===== src/rtl/posit_decoder_pipe_if.sv =====
// Stream bundle for the posit decoder: posit input handshake plus decoded-field output handshake.
// The decoder takes the slave modport; the producer/consumer side takes master.
interface posit_decoder_pipe_if #(
  parameter int N  = 8,
  parameter int ES = 0
);
  localparam int FW = N - 3 - ES;
  localparam int SW = $clog2((N - 1) << ES) + 1;

  logic          in_valid;
  logic          in_ready;
  logic [N-1:0]  in_posit;
  logic          out_valid;
  logic          out_ready;
  logic          out_sign;
  logic          out_zero;
  logic          out_inf;
  logic [SW-1:0] out_scale;
  logic [FW-1:0] out_frac;

  modport slave (
    input  in_valid, in_posit, out_ready,
    output in_ready, out_valid, out_sign, out_zero, out_inf, out_scale, out_frac
  );

  modport master (
    output in_valid, in_posit, out_ready,
    input  in_ready, out_valid, out_sign, out_zero, out_inf, out_scale, out_frac
  );
endinterface


===== src/rtl/posit_decoder_pipe.sv =====
// Two-stage posit decoder: stage 1 takes sign/special flags and magnitude, stage 2 splits regime/exponent/fraction.
// Optional NaR output counter enabled by defining POSIT_DEC_NAR_CNT_EN.
module posit_decoder_pipe #(
  parameter int N  = 8,
  parameter int ES = 0
) (
  input  logic                clk,
  input  logic                rst_n,
  posit_decoder_pipe_if.slave bus
`ifdef POSIT_DEC_NAR_CNT_EN
  ,
  output logic [15:0]         nar_count
`endif
);
  localparam int FW = N - 3 - ES;
  localparam int SW = $clog2((N - 1) << ES) + 1;
  localparam int CW = $clog2(N);

  logic          s1_valid_reg, s1_sign_reg, s1_zero_reg, s1_inf_reg;
  logic [N-2:0]  s1_mag_reg;
  logic          out_valid_reg, out_sign_reg, out_zero_reg, out_inf_reg;
  logic [SW-1:0] out_scale_reg;
  logic [FW-1:0] out_frac_reg;

  logic          s1_adv, s2_adv;
  logic          s1_zero_next, s1_inf_next;
  logic [N-2:0]  s1_mag_next;

  assign s2_adv       = ~out_valid_reg | bus.out_ready;
  assign s1_adv       = ~s1_valid_reg | s2_adv;
  assign bus.in_ready = s1_adv;

  // The top magnitude bit is only set for NaR, which is flagged separately, so it is not stored.
  assign s1_zero_next = (bus.in_posit == '0);
  assign s1_inf_next  = (bus.in_posit == {1'b1, {(N-1){1'b0}}});
  assign s1_mag_next  = bus.in_posit[N-1] ? (~bus.in_posit[N-2:0] + 1'b1) : bus.in_posit[N-2:0];

  logic          regime_bit;
  logic [N-3:0]  diff;
  logic [CW-1:0] run_len_next;
  logic [CW-1:0] shamt;
  logic [N-4:0]  rem;
  logic [ES:0]   exp_ext;
  logic [SW-1:0] k_val;
  logic [SW-1:0] scale_next;
  logic [FW-1:0] frac_next;

  assign regime_bit = s1_mag_reg[N-2];

  genvar gi;
  generate
    for (gi = 0; gi <= N - 3; gi++) begin : g_diff
      assign diff[gi] = s1_mag_reg[gi] ^ regime_bit;
    end
  endgenerate

  // Highest bit that differs from the regime bit is the terminator; none means the run reaches bit 0.
  always_comb begin
    run_len_next = CW'(N - 1);
    for (int i = 0; i <= N - 3; i++) begin
      if (diff[i]) run_len_next = CW'(N - 2 - i);
    end
  end

  // Run length is at least 1, so the top two magnitude bits are always regime/terminator bits.
  assign shamt = run_len_next - CW'(1);
  assign rem   = s1_mag_reg[N-4:0] << shamt;

  generate
    if (ES > 0) begin : g_exp
      assign exp_ext = {1'b0, rem[N-4 -: ES]};
    end else begin : g_no_exp
      assign exp_ext = 1'b0;
    end
  endgenerate

  always_comb begin
    k_val      = regime_bit ? (SW'(run_len_next) - SW'(1)) : -SW'(run_len_next);
    scale_next = (k_val << ES) | SW'(exp_ext);
    frac_next  = rem[FW-1:0];
    if (s1_zero_reg | s1_inf_reg) begin
      scale_next = '0;
      frac_next  = '0;
    end
  end

  always_ff @(posedge clk) begin
    if (!rst_n) begin
      s1_valid_reg  <= 1'b0;
      s1_sign_reg   <= 1'b0;
      s1_zero_reg   <= 1'b0;
      s1_inf_reg    <= 1'b0;
      s1_mag_reg    <= '0;
      out_valid_reg <= 1'b0;
      out_sign_reg  <= 1'b0;
      out_zero_reg  <= 1'b0;
      out_inf_reg   <= 1'b0;
      out_scale_reg <= '0;
      out_frac_reg  <= '0;
    end else begin
      if (s1_adv) begin
        s1_valid_reg <= bus.in_valid;
        if (bus.in_valid) begin
          s1_sign_reg <= bus.in_posit[N-1];
          s1_zero_reg <= s1_zero_next;
          s1_inf_reg  <= s1_inf_next;
          s1_mag_reg  <= s1_mag_next;
        end
      end
      if (s2_adv) begin
        out_valid_reg <= s1_valid_reg;
        if (s1_valid_reg) begin
          out_sign_reg  <= s1_sign_reg;
          out_zero_reg  <= s1_zero_reg;
          out_inf_reg   <= s1_inf_reg;
          out_scale_reg <= scale_next;
          out_frac_reg  <= frac_next;
        end
      end
    end
  end

  assign bus.out_valid = out_valid_reg;
  assign bus.out_sign  = out_sign_reg;
  assign bus.out_zero  = out_zero_reg;
  assign bus.out_inf   = out_inf_reg;
  assign bus.out_scale = out_scale_reg;
  assign bus.out_frac  = out_frac_reg;

`ifdef POSIT_DEC_NAR_CNT_EN
  logic [15:0] nar_count_reg;

  always_ff @(posedge clk) begin
    if (!rst_n) begin
      nar_count_reg <= '0;
    end else if (out_valid_reg && bus.out_ready && out_inf_reg && (nar_count_reg != 16'hFFFF)) begin
      nar_count_reg <= nar_count_reg + 16'd1;
    end
  end

  assign nar_count = nar_count_reg;
`endif
endmodule


===== src/flat_wrapper.sv =====
// flat-port wrapper written by rule: the top's interface ports become plain ports
module posit_decoder_pipe_flat 
#(
  parameter int N  = 8,
  parameter int ES = 0
)
  (clk, rst_n, bus_in_valid, bus_in_posit, bus_out_ready, bus_in_ready, bus_out_valid, bus_out_sign, bus_out_zero, bus_out_inf, bus_out_scale, bus_out_frac);
  posit_decoder_pipe_if #(.N(N), .ES(ES)) bus_i ();
  input  logic clk;
  input  logic rst_n;
  input wire logic [$bits(bus_i.in_valid)-1:0] bus_in_valid;
  input wire logic [$bits(bus_i.in_posit)-1:0] bus_in_posit;
  input wire logic [$bits(bus_i.out_ready)-1:0] bus_out_ready;
  output wire logic [$bits(bus_i.in_ready)-1:0] bus_in_ready;
  output wire logic [$bits(bus_i.out_valid)-1:0] bus_out_valid;
  output wire logic [$bits(bus_i.out_sign)-1:0] bus_out_sign;
  output wire logic [$bits(bus_i.out_zero)-1:0] bus_out_zero;
  output wire logic [$bits(bus_i.out_inf)-1:0] bus_out_inf;
  output wire logic [$bits(bus_i.out_scale)-1:0] bus_out_scale;
  output wire logic [$bits(bus_i.out_frac)-1:0] bus_out_frac;
  assign bus_i.in_valid = bus_in_valid;
  assign bus_i.in_posit = bus_in_posit;
  assign bus_i.out_ready = bus_out_ready;
  assign bus_in_ready = bus_i.in_ready;
  assign bus_out_valid = bus_i.out_valid;
  assign bus_out_sign = bus_i.out_sign;
  assign bus_out_zero = bus_i.out_zero;
  assign bus_out_inf = bus_i.out_inf;
  assign bus_out_scale = bus_i.out_scale;
  assign bus_out_frac = bus_i.out_frac;
  posit_decoder_pipe #(.N(N), .ES(ES)) u_core (.clk(clk), .rst_n(rst_n), .bus(bus_i));
endmodule

===== config.mk =====
export PLATFORM = sky130hd
export DESIGN_NAME = posit_decoder_pipe_flat
export DESIGN_NICKNAME = d
export VERILOG_FILES = /design/src/rtl/posit_decoder_pipe_if.sv /design/src/rtl/posit_decoder_pipe.sv /design/src/flat_wrapper.sv
export SDC_FILE = /design/constraint.sdc
export NUM_CORES = 1
export LEC_CHECK = 0
export ABC_CLOCK_PERIOD_IN_PS = 3100
export BUFFER_PORTS_ARGS = -buffer_cell sky130_fd_sc_hd__buf_2
export CAP_MARGIN = 20
export CORE_AREA = 8 8 60 62
export CTS_CLUSTER_SIZE = 40
export DETAILED_ROUTE_END_ITERATION = 7
export DIE_AREA = 0 0 68 70
export PLACE_DENSITY_LB_ADDON = 0.08
export SLEW_MARGIN = 20
export SYNTH_ARGS = -nofsm -noshare
export SYNTH_HDL_FRONTEND = slang
export SYNTH_SLANG_ARGS = --single-unit

===== constraint.sdc =====
create_clock -name clk -period 3.1 [get_ports clk]
set_clock_uncertainty 0.15 [all_clocks]
set_input_delay 0.155 -clock clk [delete_from_list [all_inputs] [get_ports clk]]
set_output_delay 0.155 -clock clk [all_outputs]
set_load 0.02 [all_outputs]

==> results of run 1 <==
## metrics by stage
stage	cell area, µm²	std cells	total power [W]	setup slack (ns)	util
2_1_floorplan	1385	167	0.0004969	0.4440	-
5_1_grt	1585	221	0.0008075	0.02722	0.5954
4_1_cts	1585	221	0.0007710	0.2433	0.5954
3_5_place_dp	1503	214	0.0005382	0.3045	0.5644
6_report	1585	221	0.0007641	0.2287	0.5954
3_3_place_gp	1503	214	0.0005345	0.3798	0.5644
## final timing paths
check / end / slack, ns / cells after the start
min reg2reg: u_core.bus.out_scale[0] / 0.31 / 1
max reg2reg: u_core.bus.out_frac[2] / 0.23 / 9
max: u_core.bus.out_frac[2] / 0.23 / 9
min: u_core.s1_inf_reg / 0.01 / 4
## report_power, final
group / total, W / switching, W / internal, W
clock network: 0.000228 / 0.0000975 / 0.000131
logic: 0.000190 / 0.000104 / 0.0000857
registers: 0.000346 / 0.0000200 / 0.000326
## per-layer routing
layer,vias to the layer above,GRT usage,wire length [µm],share of wire
li1,634,-,-,-
met4,0,0.04784,35,0.011
met5,-,0,0,0
met2,26,0.2265,1513,0.49
met3,4,0.02233,140,0.046
met1,573,0.1664,1378,0.45
## cell type report
| type | count | area (µm²) |
|---|---|---|
| clock buffers | 3 | 22.52 |
| multi-input cells | 124 | 809.5 |
| repair buffers | 31 | 177.7 |
| fillers | 265 | 1077 |
| inverters | 7 | 26.28 |
| clock inverters | 1 | 30.03 |
| flip-flops and latches | 24 | 480.5 |
| well taps | 31 | 38.79 |
## cells in the mapped netlist (all sizes together)
master	count
xor2	3
inv	7
nand4	1
or3	2
dfxtp	24
a21boi	8
o211a	6
a32o	1
a311oi	2
a2111oi	1
nand2b	2
a221oi	1
o21ai	11
a21o	1
and2b	3
clkbuf	5
nor3	5
o21bai	1
a32oi	1
and2	4
ha	2
a21oi	7
and4	1
buf	7
nor4	3
nand3b	1
nand2	25
a22oi	1
nor2	5
nor2b	7
xnor2	4
o31ai	2
o211ai	1
mux2i	4
a211oi	1
o21a	1
mux2	1
nand3	5
## tightest hold or removal path, delay by kind of cell
family | cells | cell delay, ns
compound gates | 1 | 0.07
simple gates | 2 | 0.13
buf+inv | 1 | 0.10
## what timing repair did
| item | in CTS | in global routing |
|---|---|---|
| gates resized for setup | 0 | 0 |
| endpoints found under the hold margin | 3 | 0 |
| hold buffers | 3 | 0 |
## cells by family after synthesis
| group | after synthesis | share of synthesized area |
|---|---|---|
| adders and majority gates | 2 | 0.01806 |
| DFF | 24 | 0.3469 |
| xor gates and xnor gates | 7 | 0.04426 |
| and+or+nand+nor | 64 | 0.2358 |
| AOI/OAI and AO/OA | 46 | 0.2466 |
| muxes | 5 | 0.03975 |
| buffers and inverters | 19 | 0.06866 |
==> impl_metrics.tcl, run 1 <==
set metrics [dict create \
    syn_area_per_cell_um2 8.294 \
    drive_gt1_frac 0.1947 \
    leakage_nw 0.7211 \
    critPathBufInv 1 \
    synth_top_area_cell "dfxtp_1" \
    dp_hpwl_um 2242 \
    finalCriticalPeriod_ns 2.871 \
    std_cell_rows 19 \
    most-common-layout-cells "nand2_1, buf_2, dfxtp_1" \
    cts-root-buf "clkbuf_4" \
    numCtsBuffers 3 \
    fp.dieW_um 68 \
    track_usage 0.1356 \
    yosysWarnings 0 \
    ys_types 44 \
    pwr_density_cell_nw_per_um2 482.0 \
    relSlewSlack 0.6577 \
    cts_tree "built" \
    cts_setup_buffers 0 \
    max_freq_mhz 348.3 \
    gp_congestion 0.8464 \
    route.detailed.drc 0 \
    fin_crit_sh 0.9262 \
    drv_slew 0 \
    setup_tns_ns 0 \
    grt_pass1_vias 1215 \
    core_area_um2 2663 \
    dr.pass1.iters 4 \
    worstPathRequired_ns 3.20 \
    grt_antenna_before_repair 0 \
    path_cells "and2b_4 > mux2_4 > a311oi_4 > inv_1 > ha_1 > or3_1 > a21oi_1 > nand2_1 > o21ai_0" \
    synth_area_um2 1385 \
    timing.hold.ws_ns 0.01394 \
    synth_top_area_share 0.3469 \
    hold_path_startpoint "bus_in_posit[6]" \
    hold_viol_final 0 \
    finalWirelength_um 3067 \
    die_h_um 70 \
    cp_slowest_stage_delay_ns 0.56 \
    grt_setup_unrepaired "no" \
    layout.nets 205 \
    cp_top_family "simple AND/OR/NAND/NOR gates" \
    gr-total-overflow 0 \
    start_kind "flip-flop" \
    cp_max_fo 11 \
    setup_violations 0 \
    clock_path_buffers 2 \
    port_buffers 25 \
    tightest_slew_ns 0.5005 \
    grt_max_degree 21 \
    drt_iter0_drc 42 \
    initial_core_util 0.5202 \
    route.vias.total 1237 \
    clkSlewWorstSetupHoldPaths_ns 0.14 \
    cp-startpoint "u_core.s1_mag_reg[4]" \
    clock_latency_ns 0.31 \
    diodes 0 \
    syn_nets 181 \
    min-delay-path-class "input port to flip-flop" \
    viasPerCell 5.597 \
    cp-end-kind "flip-flop" \
    worst-setup-path-type "flip-flop to flip-flop" \
    synthTopCellsByArea "dfxtp_1, nand2_1, o211a_1, a21boi_0, o21ai_0" \
    status "complete, no violations" \
    pin_count 26 \
    worst_ir_drop_vdd_mv 0.3202 \
    largest_reg_flops 7 \
    synth_seq_cells 24 \
    dieArea_um2 4760 \
    areaGrowthSynthToFinish_pct 14.45 \
    cp.arrival_ns 2.97 \
    drv_cap 0 \
    r2r-start "u_core.s1_mag_reg[4]" \
    slowest_stage "dfxtp_1" \
    ys_seq_area_frac 0.3469 \
    clock-sinks 24 \
    grt_pass1_wl_um 5340 \
    ant_nets 0 \
    wire_per_inst_um 13.88 \
    cts-htree-levels 1 \
    synth_cells 167 \
]
Power figures use the tool's default switching activity.
==> run 2: changes to the inputs <==
--- a/config.mk
+++ b/config.mk
@@ -5,13 +5,13 @@
 export SDC_FILE = /design/constraint.sdc
 export NUM_CORES = 1
 export LEC_CHECK = 0
-export ABC_CLOCK_PERIOD_IN_PS = 3100
+export ABC_CLOCK_PERIOD_IN_PS = 2450
 export BUFFER_PORTS_ARGS = -buffer_cell sky130_fd_sc_hd__buf_2
 export CAP_MARGIN = 20
-export CORE_AREA = 8 8 60 62
+export CORE_AREA = 8 8 63 65
 export CTS_CLUSTER_SIZE = 40
 export DETAILED_ROUTE_END_ITERATION = 7
-export DIE_AREA = 0 0 68 70
+export DIE_AREA = 0 0 71 73
 export PLACE_DENSITY_LB_ADDON = 0.08
 export SLEW_MARGIN = 20
 export SYNTH_ARGS = -nofsm -noshare
==> constraint.sdc (replaced) <==
create_clock -name clk -period 2.45 [get_ports clk]
set_clock_uncertainty 0.15 [all_clocks]
set_input_delay 0.1225 -clock clk [delete_from_list [all_inputs] [get_ports clk]]
set_output_delay 0.1225 -clock clk [all_outputs]
set_load 0.02 [all_outputs]
==> run 2 against run 1 <==
Worst hold slack better by 0.0015 ns; wire length grew 6.2%; final area up 6.5%; utilization down 2.4 points; non-clock buffer count increased by 9; sequential power increased by 26%; clock power rose by 30%; global-route usage is 0.61 points lower; largest cell class unchanged.
==> impl_metrics.tcl, run 2 (same netlist as run 1, synthesis figures left out) <==
set metrics [dict create \
    cts_tree "built" \
    areaGrowthSynthToFinish_pct 21.86 \
    clock_path_buffers 2 \
    clkSlewWorstSetupHoldPaths_ns 0.15 \
    grt_antenna_before_repair 0 \
    wire_per_inst_um 14.03 \
    ant_nets 0 \
    start_kind "flip-flop" \
    reg2regPathDepth 9 \
    worst_ir_drop_vdd_mv 0.2765 \
    drive_gt1_frac 0.2714 \
    fin_crit_sh 0.9588 \
    r2r-start "u_core.s1_mag_reg[5]" \
    cp_slowest_stage_delay_ns 0.39 \
    tightest_slew_ns 0.4875 \
    fp.dieW_um 71 \
    reg2reg_slack_ns 0.10 \
    clock_latency_ns 0.32 \
    grt_max_degree 21 \
    port_buffers 25 \
    critPathBufInv 1 \
    cp_max_fo 5 \
    min-delay-path-class "input port to flip-flop" \
    fin_ws_ns 0.1009 \
    dieArea_um2 5183 \
    setup_tns_ns 0 \
    status "complete, no violations" \
    layoutNonFillerInstCount 232 \
    cts-root-buf "clkbuf_4" \
    preCtsSetupSlack_ns 0.06889 \
    die_h_um 73 \
    route.vias.total 1275 \
    finalCriticalPeriod_ns 2.349 \
    path_cells "and2b_4 > mux2_4 > a311oi_4 > inv_2 > ha_2 > or3_4 > a21oi_4 > nand2_1 > o21ai_1" \
    cp-end-kind "flip-flop" \
    gp_congestion 0.8132 \
    leakage_nw 0.7638 \
    grt_setup_unrepaired "no" \
    dp_cells 224 \
    std_cell_rows 20 \
    grt_pass1_vias 1285 \
    drt_iter0_drc 49 \
    cp_top_family "simple AND/OR/NAND/NOR gates" \
    core_area_um2 2953 \
    slowest_stage "dfxtp_2" \
    worstPathRequired_ns 2.56 \
    viasPerCell 5.496 \
    layout.nets 214 \
    dp_hpwl_um 2549 \
    max_freq_mhz 425.7 \
    gr-total-overflow 0 \
    dr.pass1.iters 4 \
    initial_core_util 0.4691 \
    power_w 0.001021 \
    largest_reg_flops 7 \
    route.detailed.drc 0 \
    pwr_density_cell_nw_per_um2 604.8 \
    path_depth 9 \
    grt_pass1_wl_um 5568 \
    drv_cap 0 \
    hold_viol_final 0 \
    diodes 0 \
    setup_violations 0 \
    multi_input_area_um2 834.6 \
    drv_slew 0 \
    clock-sinks 24 \
    most-common-layout-cells "nand2_1, buf_2, dfxtp_1" \
    finalWirelength_um 3256 \
    numCtsBuffers 3 \
    track_usage 0.1295 \
    cts-htree-levels 1 \
    pin_count 26 \
    timing.hold.ws_ns 0.01546 \
    r2r-end "u_core.bus.out_frac[1]" \
    fillers 281 \
    cp.arrival_ns 2.46 \
    critPathCapture "u_core.bus.out_frac[1]" \
    seqCellArea_um2 485.5 \
    relSlewSlack 0.6750 \
    worst-setup-path-type "flip-flop to flip-flop" \
    cp-startpoint "u_core.s1_mag_reg[5]" \
]
run 2: cell types whose count changed in the layout (fill, tap and decap cells not counted), sizes merged:
cell	previous run	this run
buf	28	36
dlygate4sd3	3	4
run 2: worst min path at each step:
stage	start	end	slack, ns	cells past startpoint
finish	rst_n	u_core.s1_mag_reg[4]	0.02	2
global route	rst_n	u_core.s1_mag_reg[2]	0.03	2
CTS	bus_out_ready	u_core.s1_valid_reg	0.009	3
detailed placement	bus_in_valid	u_core.s1_valid_reg	0.26	3
global placement	bus_in_valid	u_core.s1_valid_reg	0.23	3
floorplan	bus_in_valid	u_core.s1_valid_reg	0.11	2
run 2: what timing repair did:
item,CTS,global route
hold endpoints to repair,4,0
setup buffers,0,0
hold buffers,4,0
resized for setup,0,7
setup endpoints to repair,0,5
run 2: through the flow:
step                  util  instance area (µm²)
floorplan                -                 1416
global placement    0.5386                 1590
detailed placement  0.5386                 1590
CTS                 0.5699                 1683
global route        0.5716                 1688
finish              0.5716                 1688
run 2: cell type report:
| type | count | share of cell area |
|---|---|---|
| timing repair buffer | 40 | 0.1468 |
| multi-input combinational | 124 | 0.4944 |
| sequential | 24 | 0.2876 |
| clock buffer | 3 | 0.01334 |
| tap | 33 | 0.02446 |
| inverter | 7 | 0.01557 |
| clock inverter | 1 | 0.01779 |
run 2: metal layers:
metal  vias up  routed length (µm)  GRT usage  part of all wire
met5         -                   0          0                 0
met4         0                  18    0.05081            0.0055
met3         2                 127    0.02610             0.039
met2        22                1632     0.2400              0.50
met1       599                1478     0.1405              0.45
li1        652                   -          -                 -
run 2: power by group:
part / leakage, nW / total [W] / switching, W / internal, W
clock: 0.0279 / 0.000296 / 0.000131 / 0.000165
combinational: 0.538 / 0.000290 / 0.000148 / 0.000142
sequential: 0.198 / 0.000435 / 0.0000213 / 0.000414
total: 0.764 / 0.00102 / 0.000300 / 0.000721
